===== src/rtl/rv32i_pkg.sv =====
// Shared RV32I definitions: fetch FSM states, NOP encoding, reset PC and
// base opcodes used by the fetch stage and the decoders.
package rv32i_pkg;

  typedef enum logic [1:0] {
    ST_BOOT  = 2'd0,
    ST_FETCH = 2'd1,
    ST_VALID = 2'd2,
    ST_HALT  = 2'd3
  } fetch_state_e;

  localparam logic [31:0] NOP_INSTR        = 32'h0000_0013;
  localparam logic [31:0] DEFAULT_RESET_PC = 32'h0000_0000;

  localparam logic [6:0] OP_LUI    = 7'h37;
  localparam logic [6:0] OP_AUIPC  = 7'h17;
  localparam logic [6:0] OP_JAL    = 7'h6F;
  localparam logic [6:0] OP_JALR   = 7'h67;
  localparam logic [6:0] OP_BRANCH = 7'h63;
  localparam logic [6:0] OP_LOAD   = 7'h03;
  localparam logic [6:0] OP_STORE  = 7'h23;
  localparam logic [6:0] OP_IMM    = 7'h13;
  localparam logic [6:0] OP_REG    = 7'h33;

endpackage


===== src/rtl/pc_next.sv =====
// Next-PC selection for the fetch stage: sequential PC+4 or the control-flow
// target, plus a flag for a taken target that is not word aligned.
module pc_next #(
  parameter int XLEN = 32
) (
  input  logic [XLEN-1:0] pc,
  input  logic            pc_src,
  input  logic [XLEN-1:0] pc_target,
  output logic [XLEN-1:0] pc_plus4,
  output logic [XLEN-1:0] next_pc,
  output logic            misalign
);

  // Modular add: the top word wraps to address zero without any fault.
  assign pc_plus4 = pc + XLEN'(4);
  assign next_pc  = pc_src ? pc_target : pc_plus4;
  assign misalign = pc_src && (pc_target[1:0] != 2'b00);

endmodule


===== src/rtl/fetch_unit.sv =====
// RV32I fetch stage: owns the architectural PC, fetches over a req/ready
// handshake and hands one instruction at a time to the controller.
//
// Handshake: imem_req stays high with imem_addr stable until the cycle
// imem_ready is sampled high; imem_rdata is captured in that same cycle.
module fetch_unit
  import rv32i_pkg::*;
#(
  parameter logic [31:0] RESET_PC = DEFAULT_RESET_PC,
  parameter int          XLEN     = 32
) (
  input  logic            clock,
  input  logic            reset,
  input  logic            PC_src,
  input  logic [XLEN-1:0] PC_target,
  input  logic            stall,
  output logic            imem_req,
  output logic [XLEN-1:0] imem_addr,
  input  logic            imem_ready,
  input  logic [XLEN-1:0] imem_rdata,
  output logic [XLEN-1:0] instr,
  output logic            instr_valid,
  output logic [XLEN-1:0] PC,
  output logic [XLEN-1:0] PC_plus4,
  output logic [6:0]      opcode,
  output logic [2:0]      funct3,
  output logic            funct7b5,
  output logic            misalign_fault,
  output logic [XLEN-1:0] fault_addr,
  output logic [XLEN-1:0] instret,
  output fetch_state_e    dbg_state
);

  fetch_state_e    state_q, state_d;
  logic [XLEN-1:0] fetch_pc_q, fetch_pc_d;
  logic [XLEN-1:0] pc_q, pc_d;
  logic [XLEN-1:0] instr_q, instr_d;
  logic            fault_q, fault_d;
  logic [XLEN-1:0] fault_addr_q, fault_addr_d;
  logic [XLEN-1:0] instret_q, instret_d;

  logic [XLEN-1:0] next_pc;
  logic            misalign;
  logic            consume;

  pc_next #(.XLEN(XLEN)) u_pc_next (
    .pc        (pc_q),
    .pc_src    (PC_src),
    .pc_target (PC_target),
    .pc_plus4  (PC_plus4),
    .next_pc   (next_pc),
    .misalign  (misalign)
  );

  assign consume = (state_q == ST_VALID) && !stall;

  always_ff @(posedge clock or posedge reset) begin
    if (reset) state_q <= ST_BOOT;
    else       state_q <= state_d;
  end

  always_comb begin
    state_d = state_q;
    case (state_q)
      ST_BOOT:  state_d = ST_FETCH;
      ST_FETCH: if (imem_ready) state_d = ST_VALID;
      ST_VALID: if (consume) state_d = misalign ? ST_HALT : ST_FETCH;
      ST_HALT:  state_d = ST_HALT;
      default:  state_d = ST_BOOT;
    endcase
  end

  always_comb begin
    imem_req    = (state_q == ST_FETCH);
    instr_valid = (state_q == ST_VALID);
  end

  // Architectural registers only move on a memory capture or a consume.
  always_comb begin
    fetch_pc_d   = fetch_pc_q;
    pc_d         = pc_q;
    instr_d      = instr_q;
    fault_d      = fault_q;
    fault_addr_d = fault_addr_q;
    instret_d    = instret_q;
    if (state_q == ST_FETCH && imem_ready) begin
      instr_d = imem_rdata;
      pc_d    = fetch_pc_q;
    end
    if (consume) begin
      instret_d = instret_q + XLEN'(1);
      if (misalign) begin
        fault_d      = 1'b1;
        fault_addr_d = PC_target;
      end else begin
        fetch_pc_d = next_pc;
      end
    end
  end

  always_ff @(posedge clock or posedge reset) begin
    if (reset) begin
      fetch_pc_q   <= RESET_PC;
      pc_q         <= RESET_PC;
      instr_q      <= NOP_INSTR;
      fault_q      <= 1'b0;
      fault_addr_q <= '0;
      instret_q    <= '0;
    end else begin
      fetch_pc_q   <= fetch_pc_d;
      pc_q         <= pc_d;
      instr_q      <= instr_d;
      fault_q      <= fault_d;
      fault_addr_q <= fault_addr_d;
      instret_q    <= instret_d;
    end
  end

  assign imem_addr      = fetch_pc_q;
  assign instr          = instr_q;
  assign PC             = pc_q;
  assign opcode         = instr_q[6:0];
  assign funct3         = instr_q[14:12];
  assign funct7b5       = instr_q[30];
  assign misalign_fault = fault_q;
  assign fault_addr     = fault_addr_q;
  assign instret        = instret_q;
  assign dbg_state      = state_q;

endmodule


===== config.mk =====
export PLATFORM = sky130hd
export DESIGN_NAME = fetch_unit
export DESIGN_NICKNAME = d
export VERILOG_FILES = /design/src/rtl/rv32i_pkg.sv /design/src/rtl/pc_next.sv /design/src/rtl/fetch_unit.sv
export SDC_FILE = /design/constraint.sdc
export NUM_CORES = 1
export LEC_CHECK = 0
export CORE_ASPECT_RATIO = 0.75
export CORE_MARGIN = 5
export CORE_UTILIZATION = 48
export DETAILED_ROUTE_END_ITERATION = 7
export PLACE_DENSITY = 0.86
export SETUP_SLACK_MARGIN = 0.2
export SYNTH_ARGS = -nofsm -noshare
export SYNTH_HDL_FRONTEND = slang
export SYNTH_SLANG_ARGS = --single-unit
export TNS_END_PERCENT = 1

===== constraint.sdc =====
create_clock -name clock -period 16.45 [get_ports clock]
set_clock_uncertainty 0.2 [all_clocks]
set_input_delay 2.4675 -clock clock [delete_from_list [all_inputs] [get_ports clock]]
set_output_delay 2.4675 -clock clock [all_outputs]
set_load 0.01 [all_outputs]

== After elaboration in Yosys (flattened, before gate mapping) ==
Index checks and enable logic that the tools add are counted.

* Bits in latches: 0
* Bits in read-only memories: 0
* RAM bits: 0
* Output and inout bits: 208
* Memories kept: 0
* Logic and storage cells: 29
* Bits in registers: 163
* Input bits: 69

* Multiply operators: 0
* Order comparisons: 0
* Divide/modulo/power cells: 0
* Reductions and logical operators: 9
* Equality and inequality tests: 5
* Bitwise operators: 1
* Shift operators: 0
* Mux-type cells: 5
* Add/sub/neg operators: 2

{| class="wikitable"
|+ Operators with widths
! cell !! count
|-
| 32-bit by 1-bit adder with 32-bit output, second input constant || 1
|-
| 32-bit by 3-bit adder with 32-bit output, second input constant || 1
|-
| 32-bit two-way mux || 1
|-
| 2-bit case mux with 4 select lines || 1
|-
| 2-bit two-way mux || 3
|-
| 2-bit AND reduction || 3
|-
| 2-bit == test, second input constant || 2
|-
| 2-bit by 1-bit != test with 1-bit output, second input constant || 2
|-
| 1-bit logical AND || 3
|-
| 2-bit by 1-bit == test with 1-bit output, second input constant || 1
|-
| 2-bit zero test || 1
|-
| 2-bit nonzero test || 1
|-
| 1-bit zero test || 1
|-
| 1-bit NOT || 1
|}

== Logic depth before layout (Yosys ltp) ==
Gate-level depths: netlist (run 1).

* Depth in word-level cells: 5
* Gate-level depth with buffers: 7
* Depth with buffers taken out: 6

== By module ==
Synthesis (run 1) repeated with hierarchy kept, for this count alone.

* Cell total of the unflattened synthesis: 603
* Area, all modules: 7601.0 sq um

{| class="wikitable"
|+ Modules (own cells, without submodules)
! module !! instances !! cells each !! sequential area each (sq um) !! area an instance (sq um)
|-
| fetch_unit || 1 || 429 || 4082.7 || 6473.7
|-
| pc_next || 1 || 174 || 0.0 || 1127.3
|}

== Worst setup path after synthesis (run 1) ==
Ideal clock, no wire load.

* Kind: register -> output
* From: reg pc_q[2] (netlist: PC[2])
* To: out PC_plus4[30]
* Path buffers: 1
* Data arrival time: 1.825 ns
* Path slack: 11.957 ns
* Cell stages (with the launch flop): 7
* Data required time: 13.782 ns
* Path through: dfrtp_1 > ha_1 > nand4_1 > or2_1 > buf_2 > or4_4 > xnor2_2

* Cells in the longest elaborated chain, start to end: 1

{| class="wikitable"
|+ Ends and longest elaborated chain
! item !! RTL line !! RTL
|-
| start, declared || fetch_unit.sv:36 || <nowiki>logic [XLEN-1:0] pc_q, pc_d;</nowiki>
|-
| start signal, assigned || fetch_unit.sv:111 || <nowiki>pc_q <= pc_d;</nowiki>
|-
| 32-bit by 3-bit adder with 32-bit output || pc_next.sv:15 || <nowiki>assign pc_plus4 = pc + XLEN'(4);</nowiki>
|-
| end, declared || fetch_unit.sv:24 || <nowiki>output logic [XLEN-1:0] PC_plus4,</nowiki>
|}

No other way between the ends.

== Final worst setup path (run 1) ==
Same ends and word-level chain as after synthesis.

==> flow_summary.yaml, run 1 <==
pwr:
  p_leak_nw: 4.67
  ir_drop_mv: 0.0977
  cellPowerDensity_nw_per_um2: 146
synth:
  synth_top_family_by_area: "multiplexers"
  synth_top_area_share: 0.544
  ys_ff_latch: 163
  synthFlopType: "dfrtp_1"
  ys_types: 47
  synth_compound_gate_area_share: 0.0565
  synthAdderAreaFrac: 0.00340
  synth_warnings: 0
  postSynthAreaPerCell_um2: 12.2
  yosysTopAreaCell: "dfrtp_1"
  synth-xor-area-share: 0.0606
  async_flop_share: 1.00
  ys_seq_area_frac: 0.555
  synth.mux.area_fraction: 0.154
  yosys-top-cells-area: "dfrtp_1 (54%), mux2_2 (15%), xnor2_1 (4.0%)"
  syn_nets: 675
  synth_most_common_cell: "dfrtp_1"
  synth-edff-count: 0
  synthSimpleGateAreaFrac: 0.135
  synthesis.instances: 604
  synth_common_cells: "dfrtp_1 (160), mux2_2 (97), nand2_1 (47)"
  synth_area_um2: 7350
floorplan:
  initial_core_util: 0.486
  fp.dieH_um: 117
  io_pins: 277
  fp.coreArea_um2: 15100
  dieWidth_um: 153
  die_area_um2: 17900
  row_count: 39
finish:
  fin_cells: 1079
  multi_input_area_um2: 3020
  num-nets-final: 932
  drive_above_1_share: 0.178
  antenna_cells: 0
  final_area_um2: 10800
  seq_area_um2: 4080
  area_growth_pct: 46.7
  fill_cells: 1086
routing:
  first_pass_iters: 4
  wire_per_inst_um: 19.9
  drc: 0
  first_iter_violations: 435
  routed_wl_mm: 21.5
  detail-route-antenna-nets: 0
  vias: 5829
  via_per_inst: 5.40
timing:
  period_needed_ns: 5.66
  setup_viol: 0
  rsz0062_at_grt: "false"
  setup_tns_ns: 0
  slew_headroom: 0.108
  period_share: 0.344
  worst_pin_slew_ns: 1.33
  hold_viol_final: 0
  max_freq_ghz: 0.177
  slew_violations: 0
grt:
  grt_pass1_wl_mm: 33.4
  antenna_found_initial: 0
  grt_pass1_vias: 5979
  grt_max_degree: 90
  grt-ovfl-total: 0
  track_usage: 0.237
clock_network:
  root_buffer: "clkbuf_16"
  cts_tree: "done"
  htree_levels: 4
  cts_sinks: 163
  cts-hold-fix-buffers: 0
  cts_resized: 0
  clock_latency_ns: 0.43
  cts_setup_buffers: 0
  clock_path_buffers: 2
  cts.clk_slew.worst_paths_ns: 0.06
  cts_made_buffers: 17
run_status:
  status: "complete, no violations"
critical_path:
  crit_type: "reg2out"
  worst_setup_path_start_kind: "flip-flop"
  end_kind: "output port"
  crit_fanout: 10
  required_ns: 13.78
  crit_arrival_ns: 2.99
place:
  dp_hpwl_mm: 15.6
  placed_area_um2: 10200
  gp_congestion: 0.852
  port_buffers: 276
  dp.cells: 1047
run:
  maxCapViolations: 0
min_path:
  hp-class: "reg2reg"
[cell type report]
class,instances,area share
Clock buffer,22,0.0439
Clock inverter,10,0.0114
Inverter,8,0.00325
Multi-Input combinational cell,390,0.280
Sequential cell,163,0.378
Tap cell,205,0.0238
Timing Repair Buffer,281,0.260
[worst max-delay path, stage by stage, from the launching register on]
cell,delay (ns)
dfrtp_1,0.46
ha_1,0.26
nand4_1,0.14
or2_1,0.43
or4_4,0.51
xnor2_2,0.19
clkdlybuf4s50_1,0.58
[state kept, by name, indices dropped and copies added, names as in the netlist]
name and count:
PC 32, dbg_state 2, fault_addr 32, imem_addr 32, instr 32, instret 32, misalign_fault 1
[cell families after synthesis]
family / Yosys count
AO/OA/AOI/OAI: 60
XOR/XNOR: 50
adder cells (fa/ha/maj): 2
buffers and inverters: 51
flip-flops: 163
multiplexers: 101
AND/OR/NAND/NOR: 177
[metal layers]
layer,track usage,part of all wire,up-vias
li1,-,-,2642
met1,0.309,0.40,2916
met2,0.378,0.49,243
met3,0.0783,0.090,28
met4,0.0861,0.021,0
met5,0,0,-
[path summary, 6_finish.rpt]
path / start / endpoint / slack, ns / depth (start not counted)
worst max-delay path: PC[2] / PC_plus4[30] / 10.79 / 6
worst min-delay path: instret[31] / instret[31] / 0.28 / 1
worst max register to register: dbg_state[0] / fault_addr[4] / 13.81 / 3
worst min register to register: instret[31] / instret[31] / 0.28 / 1
max in group asynchronous: reset / imem_addr[19] / 12.20 / 3
min in group asynchronous: reset / instr[2] / 2.39 / 2
[placed cells by master (no fill, tap or decap), drive strengths merged, types with 5 or more instances in the layout]
| cell type | count |
|---|---|
| a221o | 10 |
| dfrtp | 160 |
| and3 | 15 |
| and2 | 6 |
| o31a | 8 |
| nor2 | 20 |
| and4 | 6 |
| nand3 | 17 |
| or2 | 14 |
| nand2 | 47 |
| nand2b | 8 |
| o21ai | 25 |
| xor2 | 15 |
| xnor2 | 35 |
| nand4 | 18 |
| clkbuf | 22 |
| nor4 | 14 |
| inv | 10 |
| clkdlybuf4s50 | 276 |
| o31ai | 7 |
| mux2 | 97 |
| buf | 5 |
[power by group]
| group | switching (mW) | total [mW] | internal (mW) |
|---|---|---|---|
| combinational | 0.214 | 0.559 | 0.345 |
| sequential | 0.0996 | 0.616 | 0.517 |
| clock | 0.167 | 0.404 | 0.237 |
[per-stage QoR]
| step | setup slack (ns) | hold WS, ns | utilization | total power, mW |
|---|---|---|---|---|
| floorplan | 9.38 | 0.307 | - | 0.825 |
| global placement | 11.25 | 0.260 | 0.674 | 1.17 |
| detailed placement | 11.11 | 0.272 | 0.674 | 1.18 |
| CTS | 10.82 | 0.285 | 0.713 | 1.59 |
| global route | 10.67 | 0.293 | 0.713 | 1.65 |
| finish | 10.79 | 0.277 | 0.713 | 1.58 |
Power figures use the tool's default switching activity.
==> run 2: changes to the inputs <==
--- a/config.mk
+++ b/config.mk
@@ -7,9 +7,9 @@
 export LEC_CHECK = 0
 export CORE_ASPECT_RATIO = 0.75
 export CORE_MARGIN = 5
-export CORE_UTILIZATION = 48
+export CORE_UTILIZATION = 40
 export DETAILED_ROUTE_END_ITERATION = 7
-export PLACE_DENSITY = 0.86
+export PLACE_DENSITY = 0.77
 export SETUP_SLACK_MARGIN = 0.2
 export SYNTH_ARGS = -nofsm -noshare
 export SYNTH_HDL_FRONTEND = slang
==> constraint.sdc (replaced) <==
create_clock -name clock -period 4.7 [get_ports clock]
set_clock_uncertainty 0.2 [all_clocks]
set_input_delay 0.705 -clock clock [delete_from_list [all_inputs] [get_ports clock]]
set_output_delay 0.705 -clock clock [all_outputs]
set_load 0.01 [all_outputs]
==> run 2 against run 1 <==
Critical path depth stayed put. Via count is 2.0% lower. Cell area is 0.43% higher. Register-to-register slack worse by 12 ns. Sequential share of layout area is 0.16 points lower. Worst hold slack worse by 0.0071 ns. Sequential power grew to 3.5 times the previous value. Clock power grew to 3.3 times the previous value. Non-clock buffer count is 4 higher. Utilization is 12 points lower. First-iteration DRC count is 30% lower.
==> flow_summary.yaml, run 2 (same netlist as run 1, synthesis figures left out) <==
min_path:
  hold_end: "instret[31]"
  hp-class: "reg2reg"
  holdCritStartpoint: "instret[31]"
  holdPathStages: 1
place:
  gp_congestion: 0.816
  place_ws_ns: 1.26
  port_buffers: 276
  dp_hpwl_mm: 15.7
timing:
  slew_violations: 0
  rsz0062_at_grt: "false"
  worst_pin_slew_ns: 0.811
  setup_viol: 0
  slew_headroom: 0.459
  setup_tns_ns: 0
  period_needed_ns: 3.91
  hold_viol_final: 0
  max_freq_ghz: 0.256
  period_share: 0.832
  setup_slack_ns: 0.790
routing:
  drc: 0
  detail-route-antenna-nets: 0
  routed_wl_mm: 21.3
  vias: 5715
  via_per_inst: 5.08
  first_iter_violations: 306
  first_pass_iters: 5
  wire_per_inst_um: 19.0
finish:
  drive_above_1_share: 0.184
  final_cell_mix: "clkdlybuf4s50_1 (275), dfrtp_1 (160), mux2_2 (97), nand2_1 (47), xnor2_1 (34)"
  fill_cells: 1532
  antenna_cells: 0
  seq_area_um2: 4080
  multi_input_area_um2: 3020
  num-nets-final: 936
  mostFrequentLayoutCell: "clkdlybuf4s50_1"
  area_growth_pct: 47.4
critical_path:
  r2r_end: "imem_addr[30]"
  worst_setup_path_start_kind: "flip-flop"
  r2r_start: "PC[2]"
  end_kind: "output port"
  crit_fanout: 10
  r2r_slack_ns: 2.08
  required_ns: 3.80
  cp_slowest_cell: "clkdlybuf4s50_1"
  crit_arrival_ns: 3.00
  crit_type: "reg2out"
  slowest_delay_ns: 0.59
  path_cells: "ha_1, nand4_1, or2_1, or4_4, xnor2_2, clkdlybuf4s50_1"
  startpoint: "PC[2]"
  ff2ff_path_depth: 6
clock_network:
  clock_latency_ns: 0.42
  cts_made_buffers: 17
  htree_levels: 4
  cts_sinks: 163
  cts_setup_buffers: 0
  clock_path_buffers: 2
  cts_tree: "done"
  cts-hold-fix-buffers: 0
  cts.clk_slew.worst_paths_ns: 0.07
  root_buffer: "clkbuf_16"
  cts_resized: 0
run:
  maxCapViolations: 0
floorplan:
  die_area_um2: 21200
  row_count: 43
  initial_core_util: 0.402
  fp.dieH_um: 127
  fp.coreArea_um2: 18300
  dieWidth_um: 167
  io_pins: 277
grt:
  antenna_found_initial: 0
  track_usage: 0.199
  grt_pass1_vias: 5821
  grt_pass1_wl_mm: 33.3
  grt-ovfl-total: 0
  grt_max_degree: 75
pwr:
  p_leak_nw: 4.66
  ir_drop_mv: 0.326
  cellPowerDensity_nw_per_um2: 499
run_status:
  status: "complete, no violations"
==> run 2: cell types whose count changed in the layout (fill, tap and decap cells not counted), sizes merged <==
cell           change
buf                +5
bufinv             -1
clkinvlp           +3
clkbuf             -4
clkdlybuf4s50      -1
inv                +1
==> run 2: area by class of cell <==
class / count / area share
Sequential cell: 163 / 0.377
Multi-Input combinational cell: 390 / 0.279
Tap cell: 247 / 0.0285
Inverter: 8 / 0.00312
Clock inverter: 13 / 0.0115
Timing Repair Buffer: 285 / 0.262
Clock buffer: 18 / 0.0396
==> run 2: report_power, final <==
part	switching, mW	total, mW	internal [mW]
Clock	0.590	1.32	0.735
Sequential	0.333	2.14	1.81
Combinational	0.734	1.94	1.21
Total	1.66	5.41	3.75
==> run 2: per-stage QoR <==
step / total power, mW / std cells / hold slack (ns) / utilization / instance area [µm²]
detailed placement: 4.12 / 1093 / 0.259 / 0.562 / 10300
global placement: 4.09 / 1093 / 0.255 / 0.562 / 10300
CTS: 5.47 / 1124 / 0.273 / 0.592 / 10800
global route: 5.70 / 1124 / 0.280 / 0.592 / 10800
finish: 5.41 / 1124 / 0.270 / 0.592 / 10800
floorplan: 2.89 / 604 / 0.307 / - / 7360
==> run 2: worst max-delay path, delay by kind of cell, from the launching register on <==
| kind | cells | cell delay, ns |
|---|---|---|
| DFF | 1 | 0.46 |
| buffers and inverters | 1 | 0.59 |
| adders and majority gates | 1 | 0.28 |
| and+or+nand+nor | 3 | 1.09 |
| xor gates and xnor gates | 1 | 0.17 |
==> run 2: how the worst max path moves through the flow <==
stage	end	slack, ns	cells after the start
floorplan	PC[0]	1.73	1
global placement	PC_plus4[30]	1.32	6
detailed placement	PC_plus4[30]	1.26	6
CTS	PC_plus4[30]	0.78	6
global route	PC_plus4[30]	0.63	6
finish	PC_plus4[30]	0.79	6
==> run 2: metal layers <==
layer,track usage,vias up,share of wire
met4,0.0438,0,0.012
met5,0,-,0
met1,0.268,2818,0.45
met2,0.307,218,0.45
met3,0.0761,21,0.081
li1,-,2658,-
